--- src/rtl/stack_pkg.sv ---
// stack_pkg -- shared definitions for the stack and its drain controller:
// drain FSM state encoding and the default stack geometry.
package stack_pkg;

  // Default width of one stack entry and log2 of the stack depth.
  localparam int DATA_SIZE_DEF      = 32'sd3;
  localparam int ADDR_SPACE_EXP_DEF = 32'sd2;

  // Drain controller states.
  typedef enum logic [2:0] {
    ST_IDLE    = 3'd0,
    ST_FETCH   = 3'd1,
    ST_PRESENT = 3'd2,
    ST_HOLD    = 3'd3,
    ST_DONE    = 3'd4
  } drain_state_t;

endpackage

--- src/rtl/stack_drain_if.sv ---
// stack_drain_if -- groups the stack-side pop handshake and the downstream
// valid/ready item channel of the drain controller.
// master: the drain controller; slave: the stack plus downstream sink.
interface stack_drain_if
  import stack_pkg::*;
#(
  parameter int DATA_SIZE = DATA_SIZE_DEF
) ();

  logic                 stack_empty;
  logic [DATA_SIZE-1:0] stack_data;
  logic                 stack_pop;
  logic [DATA_SIZE-1:0] out_data;
  logic                 out_valid;
  logic                 out_ready;

  modport master (
    input  stack_empty,
    input  stack_data,
    input  out_ready,
    output stack_pop,
    output out_data,
    output out_valid
  );

  modport slave (
    output stack_empty,
    output stack_data,
    output out_ready,
    input  stack_pop,
    input  out_data,
    input  out_valid
  );

endinterface

--- src/rtl/stack_drain_hold_timer.sv ---
// hold_timer -- countdown that times the idle gap after each accepted item.
// Only built when STACK_DRAIN_HOLD_EN is defined; without it the drain
// controller has no HOLD gap and this module does not exist.
`ifdef STACK_DRAIN_HOLD_EN
module hold_timer #(
  parameter int HOLD_CYCLES = 32'sd100_000_000
) (
  input  logic clk,
  input  logic reset,
  input  logic load,
  input  logic en,
  output logic expired
);

  localparam int CW = (HOLD_CYCLES > 32'sd1) ? $clog2(HOLD_CYCLES) : 32'sd1;
  localparam logic [CW-1:0] LOAD_VAL = CW'(HOLD_CYCLES - 32'sd1);
  localparam logic [CW-1:0] ONE      = CW'(1'b1);
  localparam logic [CW-1:0] ZERO     = CW'(1'b0);

  logic [CW-1:0] remaining;

  // Load on HOLD entry, then count down to zero and stay there.
  always_ff @(posedge clk or negedge reset) begin
    if (!reset) begin
      remaining <= ZERO;
    end else if (load) begin
      remaining <= LOAD_VAL;
    end else if (en && (remaining != ZERO)) begin
      remaining <= remaining - ONE;
    end else begin
      remaining <= remaining;
    end
  end

  assign expired = (remaining == ZERO);

endmodule
`endif

--- src/rtl/stack_drain.sv ---
// stack_drain -- pops a stack one entry at a time and presents each entry on
// a valid/ready channel until the stack is empty or the drain is aborted.
// Optional feature macro: STACK_DRAIN_HOLD_EN adds a HOLD_CYCLES idle gap
// after every accepted item (HOLD state plus hold_timer); without it an
// accepted item leads straight to the next FETCH.
module stack_drain
  import stack_pkg::*;
#(
  parameter int DATA_SIZE      = DATA_SIZE_DEF,
  parameter int ADDR_SPACE_EXP = ADDR_SPACE_EXP_DEF,
  parameter int HOLD_CYCLES    = 32'sd100_000_000
) (
  input  logic                    clk,
  input  logic                    reset,
  input  logic                    start,
  input  logic                    abort,
  stack_drain_if.master           bus,
  output logic                    busy,
  output logic                    done,
  output logic [ADDR_SPACE_EXP:0] count
);

  localparam logic [ADDR_SPACE_EXP:0] DEPTH   = {1'b1, {ADDR_SPACE_EXP{1'b0}}};
  localparam logic [ADDR_SPACE_EXP:0] CNT_ONE = (ADDR_SPACE_EXP + 1)'(1'b1);
  localparam logic [ADDR_SPACE_EXP:0] CNT_ZERO = (ADDR_SPACE_EXP + 1)'(1'b0);

  drain_state_t         state;
  logic [DATA_SIZE-1:0] item_data;
  logic                 item_valid;
  logic                 pop;
  logic                 accept;

  // A pop happens in the FETCH cycle itself, so it follows the live empty
  // flag; abort suppresses it so an aborted drain never removes another item.
  assign pop    = (state == ST_FETCH) && !bus.stack_empty && !abort;
  assign accept = (state == ST_PRESENT) && bus.out_ready && !abort;

  assign bus.stack_pop = pop;
  assign bus.out_data  = item_data;
  assign bus.out_valid = item_valid;

  // HOLD_CYCLES below 1 is not a legal configuration; this empty block only
  // names that constraint.
  if (HOLD_CYCLES < 32'sd1) begin : g_hold_cycles_illegal
  end

`ifdef STACK_DRAIN_HOLD_EN
  localparam drain_state_t AFTER_ACCEPT = ST_HOLD;

  logic hold_en;
  logic hold_expired;

  assign hold_en = (state == ST_HOLD) && !abort;

  hold_timer #(
    .HOLD_CYCLES (HOLD_CYCLES)
  ) u_hold_timer (
    .clk     (clk),
    .reset   (reset),
    .load    (accept),
    .en      (hold_en),
    .expired (hold_expired)
  );
`else
  localparam drain_state_t AFTER_ACCEPT = ST_FETCH;
`endif

  // Drain FSM: state and all registered outputs advance together.
  always_ff @(posedge clk or negedge reset) begin
    if (!reset) begin
      state      <= ST_IDLE;
      item_data  <= {DATA_SIZE{1'b0}};
      item_valid <= 1'b0;
      busy       <= 1'b0;
      done       <= 1'b0;
      count      <= CNT_ZERO;
    end else begin
      done <= 1'b0;
      case (state)
        ST_IDLE: begin
          if (start && !abort) begin
            count <= CNT_ZERO;
            busy  <= 1'b1;
            state <= ST_FETCH;
          end else begin
            state <= ST_IDLE;
          end
        end

        ST_FETCH: begin
          if (abort) begin
            busy  <= 1'b0;
            state <= ST_IDLE;
          end else if (bus.stack_empty) begin
            done  <= 1'b1;
            state <= ST_DONE;
          end else begin
            item_data  <= bus.stack_data;
            item_valid <= 1'b1;
            if (count != DEPTH) begin
              count <= count + CNT_ONE;
            end else begin
              count <= count;
            end
            state <= ST_PRESENT;
          end
        end

        ST_PRESENT: begin
          if (abort) begin
            item_valid <= 1'b0;
            busy       <= 1'b0;
            state      <= ST_IDLE;
          end else if (accept) begin
            item_valid <= 1'b0;
            state      <= AFTER_ACCEPT;
          end else begin
            state <= ST_PRESENT;
          end
        end

`ifdef STACK_DRAIN_HOLD_EN
        ST_HOLD: begin
          if (abort) begin
            busy  <= 1'b0;
            state <= ST_IDLE;
          end else if (hold_expired) begin
            state <= ST_FETCH;
          end else begin
            state <= ST_HOLD;
          end
        end
`endif

        ST_DONE: begin
          busy  <= 1'b0;
          state <= ST_IDLE;
        end

        default: begin
          item_valid <= 1'b0;
          busy       <= 1'b0;
          state      <= ST_IDLE;
        end
      endcase
    end
  end

endmodule

--- src/flat_wrapper.sv ---
// flat-port wrapper written by rule: the top's interface ports become plain ports
module stack_drain_flat import stack_pkg::*;
#(
  parameter int DATA_SIZE      = DATA_SIZE_DEF,
  parameter int ADDR_SPACE_EXP = ADDR_SPACE_EXP_DEF,
  parameter int HOLD_CYCLES    = 32'sd100_000_000
)
  (clk, reset, start, abort, busy, done, count, bus_stack_empty, bus_stack_data, bus_out_ready, bus_stack_pop, bus_out_data, bus_out_valid);
  stack_drain_if #(.DATA_SIZE(DATA_SIZE)) bus_i ();
  input  logic clk;
  input  logic reset;
  input  logic start;
  input  logic abort;
  output logic busy;
  output logic done;
  output logic [ADDR_SPACE_EXP:0] count;
  input wire logic [$bits(bus_i.stack_empty)-1:0] bus_stack_empty;
  input wire logic [$bits(bus_i.stack_data)-1:0] bus_stack_data;
  input wire logic [$bits(bus_i.out_ready)-1:0] bus_out_ready;
  output wire logic [$bits(bus_i.stack_pop)-1:0] bus_stack_pop;
  output wire logic [$bits(bus_i.out_data)-1:0] bus_out_data;
  output wire logic [$bits(bus_i.out_valid)-1:0] bus_out_valid;
  assign bus_i.stack_empty = bus_stack_empty;
  assign bus_i.stack_data = bus_stack_data;
  assign bus_i.out_ready = bus_out_ready;
  assign bus_stack_pop = bus_i.stack_pop;
  assign bus_out_data = bus_i.out_data;
  assign bus_out_valid = bus_i.out_valid;
  stack_drain #(.DATA_SIZE(DATA_SIZE), .ADDR_SPACE_EXP(ADDR_SPACE_EXP), .HOLD_CYCLES(HOLD_CYCLES)) u_core (.clk(clk), .reset(reset), .start(start), .abort(abort), .bus(bus_i), .busy(busy), .done(done), .count(count));
endmodule
--- config.mk ---
export PLATFORM = sky130hd
export DESIGN_NAME = stack_drain_flat
export DESIGN_NICKNAME = d
export VERILOG_FILES = /design/src/rtl/stack_pkg.sv /design/src/rtl/stack_drain_if.sv /design/src/rtl/stack_drain_hold_timer.sv /design/src/rtl/stack_drain.sv /design/src/flat_wrapper.sv
export SDC_FILE = /design/constraint.sdc
export NUM_CORES = 1
export LEC_CHECK = 0
export CAP_MARGIN = 5
export CELL_PAD_IN_SITES_DETAIL_PLACEMENT = 0
export CELL_PAD_IN_SITES_GLOBAL_PLACEMENT = 2
export CORE_MARGIN = 3
export CORE_UTILIZATION = 29
export DETAILED_ROUTE_END_ITERATION = 6
export PLACE_DENSITY_LB_ADDON = 0.05
export SYNTH_ARGS = -nofsm -noshare
export SYNTH_HDL_FRONTEND = slang
export SYNTH_SLANG_ARGS = --single-unit
--- constraint.sdc ---
create_clock -name clk -period 3.31 [get_ports clk]
set_input_delay 0.662 -clock clk [delete_from_list [all_inputs] [get_ports clk]]
set_output_delay 0.662 -clock clk [all_outputs]
set_load 0.05 [all_outputs]
==> run summary, run 1 <==
The antenna diode count came out at 0. The final setup skew came out at 0.00927 ns. For this run, the leading register cell type out of synthesis is dfrtp_1.

The data required time of the critical path came out at 2.65 ns. Setup repair after global routing left no endpoint under its margin. The number of synthesized flops with an enable pin came out at 0.

The post-layout net count is 90. The via count of the first global-routing pass was 529. At the worst endpoint, the arrival time is 1.88 ns. The detailed placer's ending HPWL came out at 995 um. Once the clock tree was built, the setup fixing pass inserted 0 buffers. The finished layout cell area came out at 846 um2. Headroom to the max-slew limit came out at 64.0%. The total iterations of the first detailed-routing run is 3. The flow ran to the end, and the final reports show no timing, DRC or antenna violations.

Clock latency on the worst-skew pair, taken at its later pin, is 0.28 ns. The power share of the sequential group is 38.7%. The I/O pin total came out at 19. The first global-routing pass estimated 2320 um of wire. The worst-path maximum fanout came out at 9.

The placed instance count is 101. The kind of start point of the critical path is a primary input. Routability-driven placement finished with a final weighted congestion of 0.688.

The minimum setup slack among reg-to-reg paths is 1.76 ns. The residual antenna-violating net count after detailed routing came out at 0. Once layout is complete, the cells apart from fillers number 105.

The hold violation count in the final report came to 0. The max-capacitance violation count came out at 0. The floorplan step defined a core boundary enclosing 1980 um2. The total leakage power is 0.391 nW. In this run, post-CTS hold repair placed 0 buffers. The synthesized flop and latch total is 12. The H-tree depth is 1. The post-synthesis average cell area is 10.5 um2.

The critical path is of the in2out type. The final critical delay including setup and external delays came out at 2.54 ns. The net switching power came out at 178 uW.

The slew at the pin closest to its max-slew limit came out at 0.539 ns. The gate count after technology mapping came out at 59. Synthesis instantiated 27 different standard cells from the library. The floorplan has 16 rows. Entering global routing, the biggest net connects 18 pins.

The layout overhead on the synthesized area came out at 36.6%. In this run the tool buffered the top-level ports with 18 buffer cells. The setup TNS came out at 0 ns. The initial antenna violation count came out at 0. The maximum count of clock buffers along a single path came out at 2. After detailed routing, the average wire length per cell comes to 12.6 um. The total placed instance area is 810 um2. The area of the die is 2730 um2. In the routed design, unresolved DRC markers number 0. From left edge to right edge, the die measures 52.2 um. The total power of the final layout came out at 481 uW. The clock drives 12 sinks. The number of max-slew violations in the final report is 0. The proportion of layout cells with a drive suffix above 1 came out at 14.1%. The clock slew seen by the registers of the worst setup and hold paths came out at 0.08 ns. The power share of the combinational group came out at 36.6%.

The total wire length came out at 1320 um. The net switching fraction of the power came out at 37.0%. Clock tree synthesis inserted a total of 3 buffers.

Static timing analysis puts the maximum clock frequency at 393 MHz. For this run, the share of the core covered by cells in the final layout is 42.7%. The tree is rooted in a clkbuf_4. The total power per unit cell area came out at 569 nW/um2. The total track usage is 11.8%. The most frequent standard cell in the layout excluding fill and tap cells is clkdlybuf4s50_1. The post-synthesis instance area is 619 um2.

The count of warnings emitted by yosys came out at 0. The internal power came out at 303 uW. The total via count after detailed routing is 526. The class of the tightest hold or removal check is reg2reg.

In the layout the commonest cells are clkdlybuf4s50_1 (17), dfrtp_1 (12), and3_1 (5). The total of cells resized after clock tree synthesis is 0. IR analysis of the VDD net gives a maximum drop of 0.337 mV. The portion of the clock cycle consumed by the worst path in the final layout is 76.8%. The vertical die dimension is 52.2 um. The final number of setup-violating endpoints is 0. The share of total power in the clock network is 24.7%. TritonCTS built the clock tree.

The async set-reset flop share out of synthesis is 100%. The nature of the critical path endpoint is an output pin. After global routing the overflow that remains totals 0. The net count after synthesis came out at 70. The initial core utilization is 31.2%. The number of DRC markers in iteration 0 came out at 6. Of the synthesized area, sequential elements account for 48.5%. After detailed routing, the number of vias per cell comes to 5.01.
-- cell families after synthesis --
family,count (synthesis),share of synthesized area [%]
fa+ha+maj,2,4.04
compound gates,12,14.5
buf+inv,7,5.86
flops,12,48.5
mux,4,7.07
simple gates,22,20.0
-- per-layer routing --
metal	GRT usage (%)	up-vias	part of all wire, %
met1	15.2	251	48
met2	17.6	14	45
met4	8.94	0	2.7
met5	0	-	0
li1	-	257	-
met3	1.99	4	4.9
-- stage by stage --
stage          setup WS [ns]  hold WS, ns
6_report               0.768        0.509
5_1_grt                0.635        0.539
4_1_cts                0.726        0.513
3_5_place_dp           0.722        0.494
3_3_place_gp           0.756        0.490
2_1_floorplan           1.29        0.366
-- final timing paths --
path	start	endpoint	cells past startpoint
worst max-delay path	abort	bus_stack_pop	5
worst min-delay path	u_core.bus.out_data[2]	u_core.bus.out_data[2]	1
worst max register to register	u_core.count[0]	u_core.count[1]	5
worst min register to register	u_core.bus.out_data[2]	u_core.bus.out_data[2]	1
max in group asynchronous	reset	u_core.state[2]	1
min in group asynchronous	reset	u_core.bus.out_valid	1
-- cells in the mapped netlist, types with 2 or more instances --
library cell / count / area share, %
a211o_1: 2 / 2.8
a21oi_1: 2 / 1.6
a41oi_1: 2 / 2.8
and3_1: 5 / 5.1
dfrtp_1: 12 / 48
ha_1: 2 / 4.0
inv_1: 4 / 2.4
mux2_2: 3 / 5.5
nand2_1: 3 / 1.8
nor2_1: 4 / 2.4
nor3_1: 2 / 1.6
nor4_1: 2 / 2.0
o21ai_0: 2 / 1.6
-- critical path: stages --
cell and delay (ns):
clkdlybuf4s50_1 0.56, nor2_1 0.15, nand3_1 0.19, inv_1 0.11, buf_4 0.20
-- power groups by stage --
stage               clock [mW]  combinational (mW)  sequential, mW
floorplan                    0              0.0448           0.259
global placement             0               0.179           0.190
detailed placement           0               0.178           0.189
CTS                      0.124               0.178           0.187
global route             0.132               0.188           0.190
finish                   0.119               0.176           0.186
-- flip-flops by register name (all words and copies together) (netlist names) --
register,flops
u_core.bus.out_valid,1
u_core.bus.out_data,3
u_core.done,1
u_core.busy,1
u_core.count,3
u_core.state,3
-- final cells by class --
cell class / instances / area (um2)
Fill cell: 197 / 1140
Clock buffer: 4 / 36.3
Tap cell: 27 / 33.8
Multi-Input combinational cell: 40 / 283
Timing Repair Buffer: 18 / 178
Sequential cell: 12 / 300
Inverter: 4 / 15.0
(Power assumes the default switching activity.)
==> inputs of run 2 (changes only) <==
--- a/config.mk
+++ b/config.mk
@@ -9,7 +9,7 @@
 export CELL_PAD_IN_SITES_DETAIL_PLACEMENT = 0
 export CELL_PAD_IN_SITES_GLOBAL_PLACEMENT = 2
 export CORE_MARGIN = 3
-export CORE_UTILIZATION = 29
+export CORE_UTILIZATION = 24
 export DETAILED_ROUTE_END_ITERATION = 6
 export PLACE_DENSITY_LB_ADDON = 0.05
 export SYNTH_ARGS = -nofsm -noshare
==> constraint.sdc (replaced) <==
create_clock -name clk -period 2.1 [get_ports clk]
set_input_delay 0.42 -clock clk [delete_from_list [all_inputs] [get_ports clk]]
set_output_delay 0.42 -clock clk [all_outputs]
set_load 0.05 [all_outputs]
==> run summary, run 2 (synthesis gave the netlist of run 1 again) <==
The proportion of layout cells with a drive suffix above 1 was 16.3% (was 14.1%). The total via count after detailed routing came out at 506 (was 526). The kind of start point of the critical path is a primary input (unchanged). The most frequent standard cell in the layout excluding fill and tap cells is clkdlybuf4s50_1 (unchanged). The number of DRC markers in iteration 0 is 5 (was 6). The global-route met3 utilization came out at 2.76% (was 1.99%). The final number of setup-violating endpoints is 0 (unchanged). The width of the die is 56.8 um (was 52.2 um).

The TritonCTS buffer count came out at 3 (unchanged). The total power per unit cell area came out at 864 nW/um2 (was 569 nW/um2). The area taken by flip-flops and latches came out at 300 um2 (unchanged). The max-capacitance violation count is 0 (unchanged). The critical path start-end classification is in2out (unchanged). The hold path depth is 2 (was 1).

RSZ-0062 raised after global routing: false (unchanged). The per-cell via count in the routed design is 4.69 (was 5.01). Result of the run: finished, final reports clean (unchanged). The residual antenna-violating net count after detailed routing is 0 (unchanged). The number of max-slew violations in the final report came out at 0 (unchanged). The depth of the critical timing path with buffers and inverters included came out at 5 (unchanged). The sum of overflow across all layers after global routing is 0 (unchanged).

The vertical die dimension came out at 56.8 um (was 52.2 um). The cell depth of the worst flop-to-flop path came to 5 (unchanged). The nature of the critical path endpoint is an output pin (unchanged). The data required time of the critical path came out at 1.68 ns (was 2.65 ns). The total power of the final layout is 755 uW (was 481 uW). The maximum count of clock buffers along a single path came to 2 (unchanged). The worst-path maximum fanout came out at 9 (unchanged). The buffer count from post-CTS setup fixing was 0 (unchanged). The total iterations of the first detailed-routing run is 4 (was 3). The area of the die was 3230 um2 (was 2730 um2). The number of buffers inserted by port buffering is 18 (unchanged).

The most used routing layer is met1 (was met2). The worst setup slack before clock tree synthesis is 0.159 ns (was 0.722 ns). The detailed placer's ending HPWL came out at 1020 um (was 995 um).

The via count of the first global-routing pass is 546 (was 529). The clock network latency to the later pin of the worst-skew pair came to 0.27 ns (was 0.28 ns). The total wire length was 1360 um (was 1320 um).

The critical path's largest stage delay was 0.56 ns (about the same). CP cell instances: clkdlybuf4s50_1, nor2_1, nand3_1, inv_1, buf_12 (was clkdlybuf4s50_1, nor2_1, nand3_1, inv_1, buf_4). The final weighted congestion in routability-driven placement was 0.640 (was 0.688). The setup TNS is 0 ns (unchanged). The total leakage power came out at 0.403 nW (was 0.391 nW). The detail-routed net length per standard cell came to 12.5 um (was 12.6 um). The layout overhead on the synthesized area is 41.2% (was 36.6%). The cell type of the slowest stage on the worst timing path is clkdlybuf4s50_1 (unchanged). The H-tree depth came out at 1 (unchanged).

The portion of the clock cycle consumed by the worst path in the final layout came out at 91.9%. The largest net degree at the start of global routing was 18 (unchanged). The total track usage came out at 9.99% (was 11.8%). The total number of placement rows is 17 (was 16). The area of the core region is 2320 um2 (was 1980 um2). The initial core utilization is 26.7% (was 31.2%). The final core utilization is 37.7% (was 42.7%). The initial antenna violation count is 0 (unchanged). The TritonCTS clock tree is done (unchanged). The quantity of hold-fixing buffers added after cts came out at 0 (unchanged). The achievable clock frequency came out at 518 MHz.

The routing usage on met2 is 12.7% (was 17.6%). The smallest setup slack after layout is 0.169 ns (was 0.768 ns). The antenna diode count was 0 (unchanged). The number of sinks on the clock net is 12 (unchanged). The post-layout net count came out at 92 (was 90).

The final-layout fill cell count is 251 (was 197). The final setup skew was 0.00347 ns (was 0.00927 ns). The maximum resistive drop on vdd came out at 0.347 mV (was 0.337 mV). The I/O pin total came out at 19 (unchanged).

The met1 routing resource usage after global routing came out at 14.5% (was 15.2%). The DRC violations left came out at 0 (unchanged). Counting I/O delays and the setup requirement, the final critical path takes 1.93 ns.

The clock slew seen by the registers of the worst setup and hold paths is 0.08 ns (about the same). The number of buffer and inverter stages on the critical path was 3 (unchanged). The total of cells resized after clock tree synthesis is 0 (unchanged). The hold violation count in the final report came out at 0 (unchanged). The class of the tightest hold or removal check is reg2reg (unchanged).

The slew at the pin closest to its max-slew limit was 0.552 ns (was 0.539 ns). The global-route wire length before repair is 2520 um (was 2320 um). The data arrival time of the critical path came to 1.51 ns (was 1.88 ns). The buffer cell driving the clock tree root is clkbuf_4 (unchanged). The relative slew slack is 63.1% (was 64.0%). Most frequent cells in the layout: clkdlybuf4s50_1 (17), dfrtp_1 (12), and3_1 (5) (unchanged). The area occupied by multi-input gates came out at 283 um2 (unchanged). The kind of cell adding the most delay to the critical path was buffers and inverters (unchanged).
==> run 2: cell count changes in the layout (fill, tap and decap cells not counted) <==
cell    change
buf_12      +1
buf_4       +1
==> run 2: worst paths after layout <==
path	start	end	slack (ns)
min in group asynchronous	reset	u_core.count[0]	0.51
worst min-delay path	u_core.bus.out_valid	u_core.bus.out_valid	0.50
worst max-delay path	abort	bus_stack_pop	0.17
max in group asynchronous	reset	u_core.state[2]	1.23
worst max register to register	u_core.count[0]	u_core.count[1]	0.55
worst min register to register	u_core.bus.out_valid	u_core.bus.out_valid	0.50
==> run 2: per-layer routing <==
layer  vias up  wire length, um
met3         2               76
met4         0               27
met2        16              542
met5         -                0
li1        257                -
met1       231              708
==> run 2: layout make-up <==
class	count	area share, %
Clock buffer	4	4.15
Multi-Input combinational cell	40	32.3
Tap cell	28	4.01
Timing Repair Buffer	20	23.5
Inverter	4	1.72
Sequential cell	12	34.3
==> run 2: per-stage QoR <==
stage | instances | hold slack (ns) | area, um2
after floorplan | 59 | 0.124 | 619
after global routing | 108 | 0.547 | 875
final | 108 | 0.504 | 875
after CTS | 108 | 0.512 | 875
after global placement | 104 | 0.486 | 838
after detailed placement | 104 | 0.492 | 838
==> run 2: report_power, final <==
| part | internal (mW) | switching, mW |
|---|---|---|
| Combinational | 0.110 | 0.173 |
| Clock | 0.105 | 0.0747 |
| Sequential | 0.266 | 0.0272 |
| Total | 0.481 | 0.275 |
==> run 2: worst register-to-register path: cells and delay by family, from the launching register on <==
kind | cells | cell delay (ns)
buffers and inverters | 1 | 0.07
AOI/OAI and AO/OA | 2 | 0.56
adders and majority gates | 1 | 0.22
and+or+nand+nor | 1 | 0.18
DFF | 1 | 0.41
==> inputs of run 3 (changes only) <==
--- a/config.mk
+++ b/config.mk
@@ -11,6 +11,7 @@
 export CORE_MARGIN = 3
 export CORE_UTILIZATION = 24
 export DETAILED_ROUTE_END_ITERATION = 6
+export GPL_ROUTABILITY_DRIVEN = 0
 export PLACE_DENSITY_LB_ADDON = 0.05
 export SYNTH_ARGS = -nofsm -noshare
 export SYNTH_HDL_FRONTEND = slang
==> results of run 3 <==
Final layout, timing and power as in run 2 (identical DEF).
